**config.mk**
```make
export PLATFORM = sky130hd
export DESIGN_NAME = vend_sequencer
export DESIGN_NICKNAME = d
export VERILOG_FILES = /design/src/rtl/vend_pkg.sv /design/src/rtl/vend_sequencer.sv
export SDC_FILE = /design/constraint.sdc
export NUM_CORES = 1
export LEC_CHECK = 0
export CAP_MARGIN = 30
export CORE_UTILIZATION = 50
export CTS_CLUSTER_SIZE = 30
export DETAILED_ROUTE_END_ITERATION = 12
export PLACE_DENSITY = 0.78
export SYNTH_ARGS = -nofsm -noshare
export SYNTH_HDL_FRONTEND = slang
export SYNTH_SLANG_ARGS = --single-unit
```
**constraint.sdc**
```tcl
create_clock -name clock -period 2.1 [get_ports clock]
set_input_delay 0.42 -clock clock [delete_from_list [all_inputs] [get_ports clock]]
set_output_delay 0.42 -clock clock [all_outputs]
set_load 0.03 [all_outputs]
```
**src/rtl/vend_pkg.sv**
```systemverilog
// Shared definitions for the vend sequencer.
//
// Contents:
//   COIN_*      2-bit coin codes as delivered by the coin acceptor
//   state_t     controller states (2-bit encoding)
//   coin_value  maps a coin code to its worth in nickel units
package vend_pkg;

    localparam logic [1:0] COIN_NONE    = 2'b00;
    localparam logic [1:0] COIN_NICKEL  = 2'b01;
    localparam logic [1:0] COIN_DIME    = 2'b10;
    localparam logic [1:0] COIN_QUARTER = 2'b11;

    typedef enum logic [1:0] {
        ST_COLLECT = 2'b00,
        ST_VEND    = 2'b01,
        ST_CHANGE  = 2'b10
    } state_t;

    // An invalid code is worth nothing; the caller flags it as a reject.
    function automatic logic [2:0] coin_value(input logic [1:0] code);
        logic [2:0] value;
        value = 3'd0;
        case (code)
            COIN_NICKEL:  value = 3'd1;
            COIN_DIME:    value = 3'd2;
            COIN_QUARTER: value = 3'd5;
            default:      value = 3'd0;
        endcase
        return value;
    endfunction

endpackage

```
**src/rtl/vend_sequencer.sv**
```systemverilog
// Coin-operated vend controller.
//
// Collects coins over a valid/ready handshake, accumulates credit in nickel
// units, runs one dispense handshake once the price is reached, then pays
// out the remainder one nickel per change handshake. Cancel during
// collection refunds the whole credit through the change path.
//
// Ports:
//   clock, reset       rising-edge clock, synchronous active-high reset
//   coin_valid/ready   coin handshake; coin_code selects the coin type
//   cancel             refund request, sampled each cycle
//   dispense_req/ack   one-item dispenser handshake
//   change_req/ack     one-nickel changer handshake
//   credit             current credit in nickels
//   coin_reject        one-cycle pulse after an accepted code-00 coin
//   sale_done          one-cycle pulse after a completed dispense
module vend_sequencer
    import vend_pkg::*;
#(
    parameter int PRICE_NICKELS = 3,
    parameter int CREDIT_W      = 4
) (
    input  logic                clock,
    input  logic                reset,
    input  logic                coin_valid,
    input  logic [1:0]          coin_code,
    output logic                coin_ready,
    input  logic                cancel,
    output logic                dispense_req,
    input  logic                dispense_ack,
    output logic                change_req,
    input  logic                change_ack,
    output logic [CREDIT_W-1:0] credit,
    output logic                coin_reject,
    output logic                sale_done
);

    localparam logic [CREDIT_W-1:0] PRICE = CREDIT_W'(PRICE_NICKELS);

    state_t              state, state_next;
    logic [CREDIT_W-1:0] credit_q, credit_next;
    logic                reject_q, reject_next;
    logic                sale_q, sale_next;

    // Next-state and next-credit logic. In COLLECT the routing decision
    // looks at the credit including this cycle's coin, so a coin arriving
    // together with cancel is refunded too, and cancel beats reaching the
    // price.
    always_comb begin
        state_next  = state;
        credit_next = credit_q;
        reject_next = 1'b0;
        sale_next   = 1'b0;
        case (state)
            ST_COLLECT: begin
                if (coin_valid) begin
                    if (coin_code == COIN_NONE) begin
                        reject_next = 1'b1;
                    end else begin
                        credit_next = credit_q + CREDIT_W'(coin_value(coin_code));
                    end
                end
                if (cancel && (credit_next != '0)) begin
                    state_next = ST_CHANGE;
                end else if (credit_next >= PRICE) begin
                    state_next = ST_VEND;
                end
            end
            ST_VEND: begin
                if (dispense_ack) begin
                    credit_next = credit_q - PRICE;
                    sale_next   = 1'b1;
                    state_next  = (credit_next != '0) ? ST_CHANGE : ST_COLLECT;
                end
            end
            ST_CHANGE: begin
                if (change_ack) begin
                    credit_next = credit_q - 1'b1;
                    if (credit_next == '0) begin
                        state_next = ST_COLLECT;
                    end
                end
            end
            default: begin
                state_next  = ST_COLLECT;
                credit_next = '0;
            end
        endcase
    end

    // State, credit and pulse registers; reset discards any credit.
    always_ff @(posedge clock) begin
        if (reset) begin
            state    <= ST_COLLECT;
            credit_q <= '0;
            reject_q <= 1'b0;
            sale_q   <= 1'b0;
        end else begin
            state    <= state_next;
            credit_q <= credit_next;
            reject_q <= reject_next;
            sale_q   <= sale_next;
        end
    end

    // Handshake and pulse outputs are forced low while reset is held so the
    // actuators see a quiet interface even before the first reset edge.
    assign coin_ready   = !reset && (state == ST_COLLECT);
    assign dispense_req = !reset && (state == ST_VEND);
    assign change_req   = !reset && (state == ST_CHANGE);
    assign coin_reject  = !reset && reject_q;
    assign sale_done    = !reset && sale_q;
    assign credit       = credit_q;

    a_coin_code_known: assert property (
        @(posedge clock) disable iff (reset) coin_valid |-> !$isunknown(coin_code)
    );

endmodule

```
==> impl_metrics.yaml, run 1 <==
floorplanning:
  die_w_um: 42.9
  initial_core_util: 0.543
  io_pins: 17
  die-area_sq_mm: 0.00184
  core-area_sq_mm: 0.00154
  die_h_um: 42.9
  rows: 14
cts:
  insertion_delay_ps: 260
  clk_pin_slew_ps: 60
  htree_levels: 1
  cts_buffers: 3
  hold_buffers: 0
  cts.sinks: 8
  clock-root-buffer: "clkbuf_4"
  cts_tree: "yes"
  clockBufferDepth: 2
routing:
  ant_nets: 0
  wire_per_inst_um: 15.5
  firstDrtPassIters: 5
  via_per_inst: 6.33
  via_count: 899
  drc: 0
  wirelength_um: 2200
  drt-initial-drc-count: 41
critical_path:
  crit_fanout: 5
  endpoint_kind: "flop"
  startpoint_type: "primary input"
  required_ps: 2240
  arrival_ps: 2120
  critPathKind: "primary input to flop"
logic_synthesis:
  yosysUniqueCellTypes: 45
  syn_area_sq_um: 837
  ys_seq_area_frac: 0.191
  synth_nets: 121
  synth_ff_type: "dfxtp_1"
  netlist.area_leader.share: 0.191
  synth.avg_cell_area_sq_um: 7.90
  synth_edf_count: 0
  async_flop_share: 0
  ys_warn_count: 0
  ys_ff_latch: 8
  synth.area.top_cells: "dfxtp_1 (19%), ha_1 (9.0%), nor2_1 (5.4%)"
  synthCells: 106
  yosysTopAreaCell: "dfxtp_1"
placed_design:
  gp_congestion: 0.867
  io_buffers: 16
  placed_area_sq_mm: 0.00102
  hpwl_um: 1640
final_layout:
  layout-drive-gt1-share: 0.198
  mostFrequentLayoutCells: "buf_4 (15), nor2_1 (11), clkdlybuf4s50_1 (9)"
  fill_cells: 127
  nets: 143
  multiInputGateArea_sq_um: 633
  syn_to_final_growth_pct: 28.1
  final_common_cell: "buf_4"
  antenna_cells: 0
  fin_area_sq_mm: 0.00107
  ff_latch_area_sq_um: 160
global_routing:
  first_global_vias: 815
  overflow: 0
  grt_pass1_wl_um: 3850
  antenna_found_initial: 0
  grtUsageTotal: 0.280
  grt_max_degree: 13
power_and_ir_drop:
  p_int_uw: 688
  swShare: 0.482
  power_density_mw_per_mm2: 1240
  max-vdd-ir-drop_uv: 612
  switchingPower_uw: 640
  pwr-share-comb: 0.693
  p_leak_uw: 0.000433
  seqPwrFrac: 0.213
  power_uw: 1330
  p_clk_frac: 0.094
timing:
  fin_skew_ps: 8.54
  finalCritPeriodShare: 0.942
  fin_crit_ps: 1980
  fmax_mhz: 505
  hold_viol_final: 0
  drv_slew: 0
  relSlewSlack: 0.682
  tightest_slew_ps: 477
  finalSetupViolations: 0
  rsz0062_at_grt: "no"
outcome:
  status: "finished clean"
run:
  cap_violations: 0
min_path:
  hp-class: "primary input to flop"
-- registers in the layout (all words and copies together) (netlist names) --
name,cells
reject_q,1
sale_q,1
state,2
credit,4
-- metal layers --
layer | vias to the layer above | routed length, um | global-route usage
li1 | 435 | - | -
met1 | 417 | 933 | 0.368
met2 | 43 | 1070 | 0.455
met3 | 4 | 188 | 0.0638
met4 | 0 | 12 | 0.0750
met5 | - | 0 | 0
-- final timing paths --
kind / start / to / slack, ps / cells past startpoint
worst min-delay path: coin_code[0] / reject_q / 670 / 3
worst min register to register: credit[0] / credit[0] / 690 / 3
worst max-delay path: coin_code[0] / state[0] / 120 / 8
worst max register to register: credit[0] / state[0] / 220 / 7
-- synthesized netlist by cell type, types with 3 or more instances --
| master | n |
|---|---|
| a21oi_1 | 4 |
| buf_4 | 3 |
| clkbuf_1 | 4 |
| dfxtp_1 | 8 |
| ha_1 | 6 |
| inv_1 | 4 |
| mux2i_1 | 3 |
| nand2_1 | 5 |
| nand2b_1 | 3 |
| nand3_1 | 4 |
| nand4_1 | 3 |
| nor2_1 | 12 |
| nor2b_1 | 5 |
| o21ai_0 | 3 |
| xnor2_1 | 3 |
-- worst max-delay path, stage by stage --
cell             delay, ps
clkdlybuf4s15_1        230
and2b_1                230
fa_1                   510
nand2_1                110
nand3_1                 80
mux2_2                 280
a31oi_1                150
o32ai_1                100
-- power by group through the flow --
| stage | combinational, uW | sequential, uW | clock [uW] |
|---|---|---|---|
| after floorplan | 636 | 281 | 0 |
| after detailed placement | 878 | 278 | 0 |
| after global routing | 1010 | 293 | 137 |
| final | 921 | 282 | 125 |
| after CTS | 891 | 278 | 127 |
| after global placement | 859 | 275 | 0 |
-- through the flow --
stage / cells / setup TNS, ps / utilization / hold WS [ps] / worst slack (ps)
2_1_floorplan: 106 / 0 / - / 539 / 92.0
5_1_grt: 142 / 0 / 0.696 / 687 / 10.3
3_5_place_dp: 138 / -1570 / 0.665 / 684 / -449
6_report: 142 / 0 / 0.696 / 673 / 121
3_3_place_gp: 138 / -1430 / 0.665 / 675 / -385
4_1_cts: 141 / 0 / 0.688 / 690 / 86.4
-- logic make-up (layout without fill, tap and decap cells) --
group	count (synthesis)	count (layout)	synth area share
simple gates	42	42	0.263
compound gates	28	28	0.266
buf+inv	13	33	0.0747
flops	8	8	0.191
fa+ha+maj	7	7	0.114
xor+xnor	4	4	0.0419
mux	4	4	0.0493
-- layout make-up --
cell class / instances / area share
Timing Repair Buffer: 26 / 0.207
Sequential cell: 8 / 0.149
Tap cell: 16 / 0.0187
Multi-Input combinational cell: 85 / 0.590
Clock buffer: 3 / 0.0210
Inverter: 4 / 0.0140
-- timing repair --
item / 4_1_cts / 5_1_grt
pin swaps: 4 / 1
setup endpoints to repair: 3 / 2
buffers inserted: 0 / 1
endpoints found under the hold margin: 0 / 0
resized for setup: 4 / 2
Note: power is estimated with default switching activity, not from simulation.
==> run 2, diff against run 1 <==
- CORE_MARGIN: unset -> 2
- SKIP_LAST_GASP: unset -> 1
==> run 2 against run 1 <==
- count of clock-buffer cells in the layout unchanged
- sequential share of layout area stayed put
- largest power group unchanged
- clock power fell by 6%
- critical endpoint unchanged
- hold slack improved by 8.0 ps
- clock skew shrank 7.9 ps
==> impl_metrics.yaml, run 2 (same netlist as run 1, synthesis figures left out) <==
floorplanning:
  die-area_sq_mm: 0.00202
  core-area_sq_mm: 0.00154
  initial_core_util: 0.543
  die_w_um: 44.9
  die_h_um: 44.9
  rows: 14
  io_pins: 17
final_layout:
  nets: 144
  fill_cells: 120
  postLayoutCoreUtil: 0.696
  layout-drive-gt1-share: 0.220
  antenna_cells: 0
  largest_register_ffs: 4
  syn_to_final_growth_pct: 28.1
  final_common_cell: "buf_4"
  stdcell_count: 143
  mostFrequentLayoutCells: "buf_4 (16), nor2_1 (11), clkdlybuf4s50_1 (9)"
timing:
  finalWorstSetupSlack_ps: 90.2
  fin_crit_ps: 2010
  finalCritPeriodShare: 0.957
  fin_skew_ps: 0.676
  finalSetupViolations: 0
  tightest_slew_ps: 413
  drv_slew: 0
  whs_ps: 681
  relSlewSlack: 0.725
  fin_setup_tns_ps: 0
  fmax_mhz: 498
  hold_viol_final: 0
power_and_ir_drop:
  p_int_uw: 675
  swShare: 0.482
  p_leak_uw: 0.000440
  power_density_mw_per_mm2: 1210
  pwr-share-comb: 0.706
  p_clk_frac: 0.090
  seqPwrFrac: 0.204
  max-vdd-ir-drop_uv: 646
  switchingPower_uw: 627
critical_path:
  r2r_setup_slack_ps: 150
  critPathKind: "primary input to flop"
  required_ps: 2230
  reg2regPathDepth: 6
  crit_end: "state[0]"
  endpoint_kind: "flop"
  worst_r2r_endpoint: "state[0]"
  startpoint: "coin_code[0]"
  arrival_ps: 2140
  startpoint_type: "primary input"
  crit_fanout: 4
  r2r-start: "credit[1]"
placed_design:
  gp_congestion: 0.873
  io_buffers: 16
  post-place-ws_ps: -455
  hpwl_um: 1680
  placed_cells: 139
routing:
  drt-initial-drc-count: 48
  via_count: 914
  via_per_inst: 6.39
  wire_per_inst_um: 15.0
  ant_nets: 0
  drc: 0
  wirelength_um: 2140
  firstDrtPassIters: 4
cts:
  clock-root-buffer: "clkbuf_4"
  cts_tree: "yes"
  cts_buffers: 3
  htree_levels: 1
  clk_pin_slew_ps: 50
  cts.sinks: 8
  clockBufferDepth: 2
  insertion_delay_ps: 250
global_routing:
  grtUsageTotal: 0.246
  overflow: 0
  antenna_found_initial: 0
  grt_pass1_wl_um: 3620
  grt_max_degree: 13
  first_global_vias: 814
run:
  cap_violations: 0
min_path:
  hp-class: "flop to flop"
outcome:
  status: "finished clean"
## run 2: area by class of cell
type,count,area [sq um],share of cell area
Tap cell,16,20.0,0.0187
Inverter,4,15.0,0.0140
Timing Repair Buffer,27,228,0.212
Clock buffer,3,22.5,0.0210
Multi-Input combinational cell,85,627,0.585
Sequential cell,8,160,0.149
## run 2: repair_timing
item | 4_1_cts | 5_1_grt
gates resized for setup | 2 | 5
hold buffers | 0 | 0
pin swaps | 2 | 0
buffers inserted | 1 | 0
setup endpoints to repair | 4 | 1
## run 2: per-layer routing
metal	track usage	part of all wire
met1	0.341	0.42
met2	0.383	0.47
met3	0.0600	0.098
met4	0.0647	0.011
met5	0	0
## run 2: worst max-delay path, stage by stage
cell and delay, ps:
dlygate4sd2_1 270, ha_1 230, fa_2 490, nand2_1 110, nand3_1 80, mux2_2 280, a31oi_1 160, o32ai_1 100
## run 2: worst min path at each step
stage,start,endpoint,slack (ps),cells after the start
global placement,credit[0],credit[0],680,3
global route,credit[0],credit[0],730,3
detailed placement,credit[0],credit[0],670,3
finish,credit[0],credit[0],680,3
floorplan,dispense_ack,state[0],540,1
CTS,credit[0],credit[0],680,3
## run 2: power by group through the flow
stage | clock (uW) | sequential, uW | combinational [uW]
floorplan | 0 | 281 | 636
global placement | 0 | 269 | 872
detailed placement | 0 | 267 | 894
CTS | 120 | 264 | 900
global route | 134 | 273 | 999
finish | 117 | 266 | 919
## run 2: through the flow
| step | instance area [sq um] | total power, uW |
|---|---|---|
| after detailed placement | 1030 | 1160 |
| after global routing | 1070 | 1410 |
| final | 1070 | 1300 |
| after global placement | 1030 | 1140 |
| after floorplan | 837 | 917 |
| after CTS | 1060 | 1280 |
==> run 3, diff against run 2 <==
- CORE_ASPECT_RATIO: unset -> 1.1
- CTS_BUF_LIST: unset -> sky130_fd_sc_hd__clkbuf_16
==> run 3 against run 2 <==
- via count is 2.6% lower
- design area is 7.1% higher
- first-iteration DRC count is 6.3% lower
- largest cell class unchanged
- wire length is 13% higher
- hold slack better by 18 ps
- total power is 19% higher
- clock power grew to 2.7 times the previous value
- cell count is 2.8% higher
- clock skew is 2.2 ps higher
==> impl_metrics.yaml, run 3 (same netlist as run 1, synthesis figures left out) <==
timing:
  fin_crit_ps: 1980
  drv_slew: 0
  finalWorstSetupSlack_ps: 119
  fmax_mhz: 505
  hold_viol_final: 0
  relSlewSlack: 0.691
  fin_skew_ps: 2.89
  rsz0062_at_grt: "no"
  finalSetupViolations: 0
  finalCritPeriodShare: 0.943
  tightest_slew_ps: 463
critical_path:
  critPathKind: "flop to output port"
  startpoint_type: "flop"
  crit_top_cell: "buf_4"
  arrival_ps: 1560
  cp_slowest_cell: "dfxtp_1"
  endpoint_kind: "output port"
  cp.buffers_inverters: 2
  crit_fanout: 10
  required_ps: 1680
  max_stage_delay_ps: 510
  cp_top_family: "flip-flops"
  path_cells: "nand2b_1, buf_4, nor2_1, buf_4"
final_layout:
  largest_register_ffs: 4
  stdcell_count: 147
  syn_to_final_growth_pct: 37.2
  mostFrequentLayoutCells: "buf_4 (19), nor2_1 (12), clkdlybuf4s50_1 (9)"
  fin_area_sq_mm: 0.00115
  final_common_cell: "buf_4"
  nets: 147
  fill_cells: 129
  antenna_cells: 0
  layout-drive-gt1-share: 0.223
cts:
  clk_pin_slew_ps: 40
  cts_buffers: 3
  cts.sinks: 8
  hold_buffers: 0
  clock-root-buffer: "clkbuf_16"
  insertion_delay_ps: 230
  cts_tree: "yes"
  clockBufferDepth: 2
  htree_levels: 1
placed_design:
  io_buffers: 16
  placed_area_sq_mm: 0.00106
  placed_cells: 143
  post-place-ws_ps: -403
  gp_congestion: 0.871
  hpwl_um: 1680
floorplanning:
  die-area_sq_mm: 0.00202
  rows: 15
  initial_core_util: 0.531
  io_pins: 17
  die_w_um: 43.0
  core-area_sq_mm: 0.00158
  die_h_um: 46.9
power_and_ir_drop:
  power_density_mw_per_mm2: 1350
  max-vdd-ir-drop_uv: 813
  p_leak_uw: 0.000475
global_routing:
  first_global_vias: 825
  grt_max_degree: 13
  grtUsageTotal: 0.261
  antenna_found_initial: 0
  overflow: 0
  grt_pass1_wl_um: 3800
outcome:
  status: "finished clean"
routing:
  via_count: 890
  ant_nets: 0
  firstDrtPassIters: 4
  drt-initial-drc-count: 45
  wire_per_inst_um: 16.5
  drc: 0
  wirelength_um: 2430
  via_per_inst: 6.05
run:
  cap_violations: 0
min_path:
  hp-class: "flop to flop"
[run 3: cell types whose count changed in the layout (fill, tap and decap cells not counted), sizes merged]
cell           delta
buf               +3
clkdlybuf4s15     +1
dlygate4sd2       -1
[run 3: final cells by class]
cell class | count | area [sq um] | share of cell area
multi-input combinational | 85 | 626 | 0.545
timing repair buffer | 30 | 251 | 0.219
sequential | 8 | 160 | 0.139
clock buffer | 3 | 75.1 | 0.0654
tap | 17 | 21.3 | 0.0185
inverter | 4 | 15.0 | 0.0131
[run 3: what timing repair did]
action,in CTS,in global routing
pin swaps,2,3
gates resized for setup,2,4
endpoints found under the setup margin,3,2
setup buffers,1,0
gates cloned,0,0
[run 3: power breakdown]
part           switching [uW]  total [uW]  internal (uW)
sequential               82.5         280            197
combinational             517         955            439
clock                    73.5         319            245
total                     673        1550            881
[run 3: per-stage QoR]
step / total power (uW) / hold WS (ps) / util / setup TNS, ps
2_1_floorplan: 917 / 539 / - / 0
3_3_place_gp: 1180 / 680 / 0.670 / -1260
3_5_place_dp: 1190 / 702 / 0.670 / -1440
4_1_cts: 1530 / 694 / 0.721 / 0
5_1_grt: 1650 / 721 / 0.729 / 0
6_report: 1550 / 699 / 0.729 / 0
[run 3: worst reg2reg max path: stages (launching register included)]
cell and delay, ps:
dfxtp_1 320, ha_1 250, fa_2 390, xor2_2 140
mux2i_1 110, buf_4 170, nand3b_1 150, a311oi_1 260
[run 3: worst paths after layout]
kind,start,to,slack [ps],cells after the start
max reg2reg,credit[0],state[1],210,7
min reg2reg,credit[0],credit[0],700,3
min,credit[0],credit[0],700,3
max,state[1],dispense_req,120,4
[run 3: layer usage]
layer | vias to the layer above | share of wire | GRT usage
li1 | 444 | - | -
met2 | 35 | 0.50 | 0.448
met3 | 6 | 0.047 | 0.0308
met1 | 405 | 0.44 | 0.324
met4 | 0 | 0.015 | 0.152
met5 | - | 0 | 0
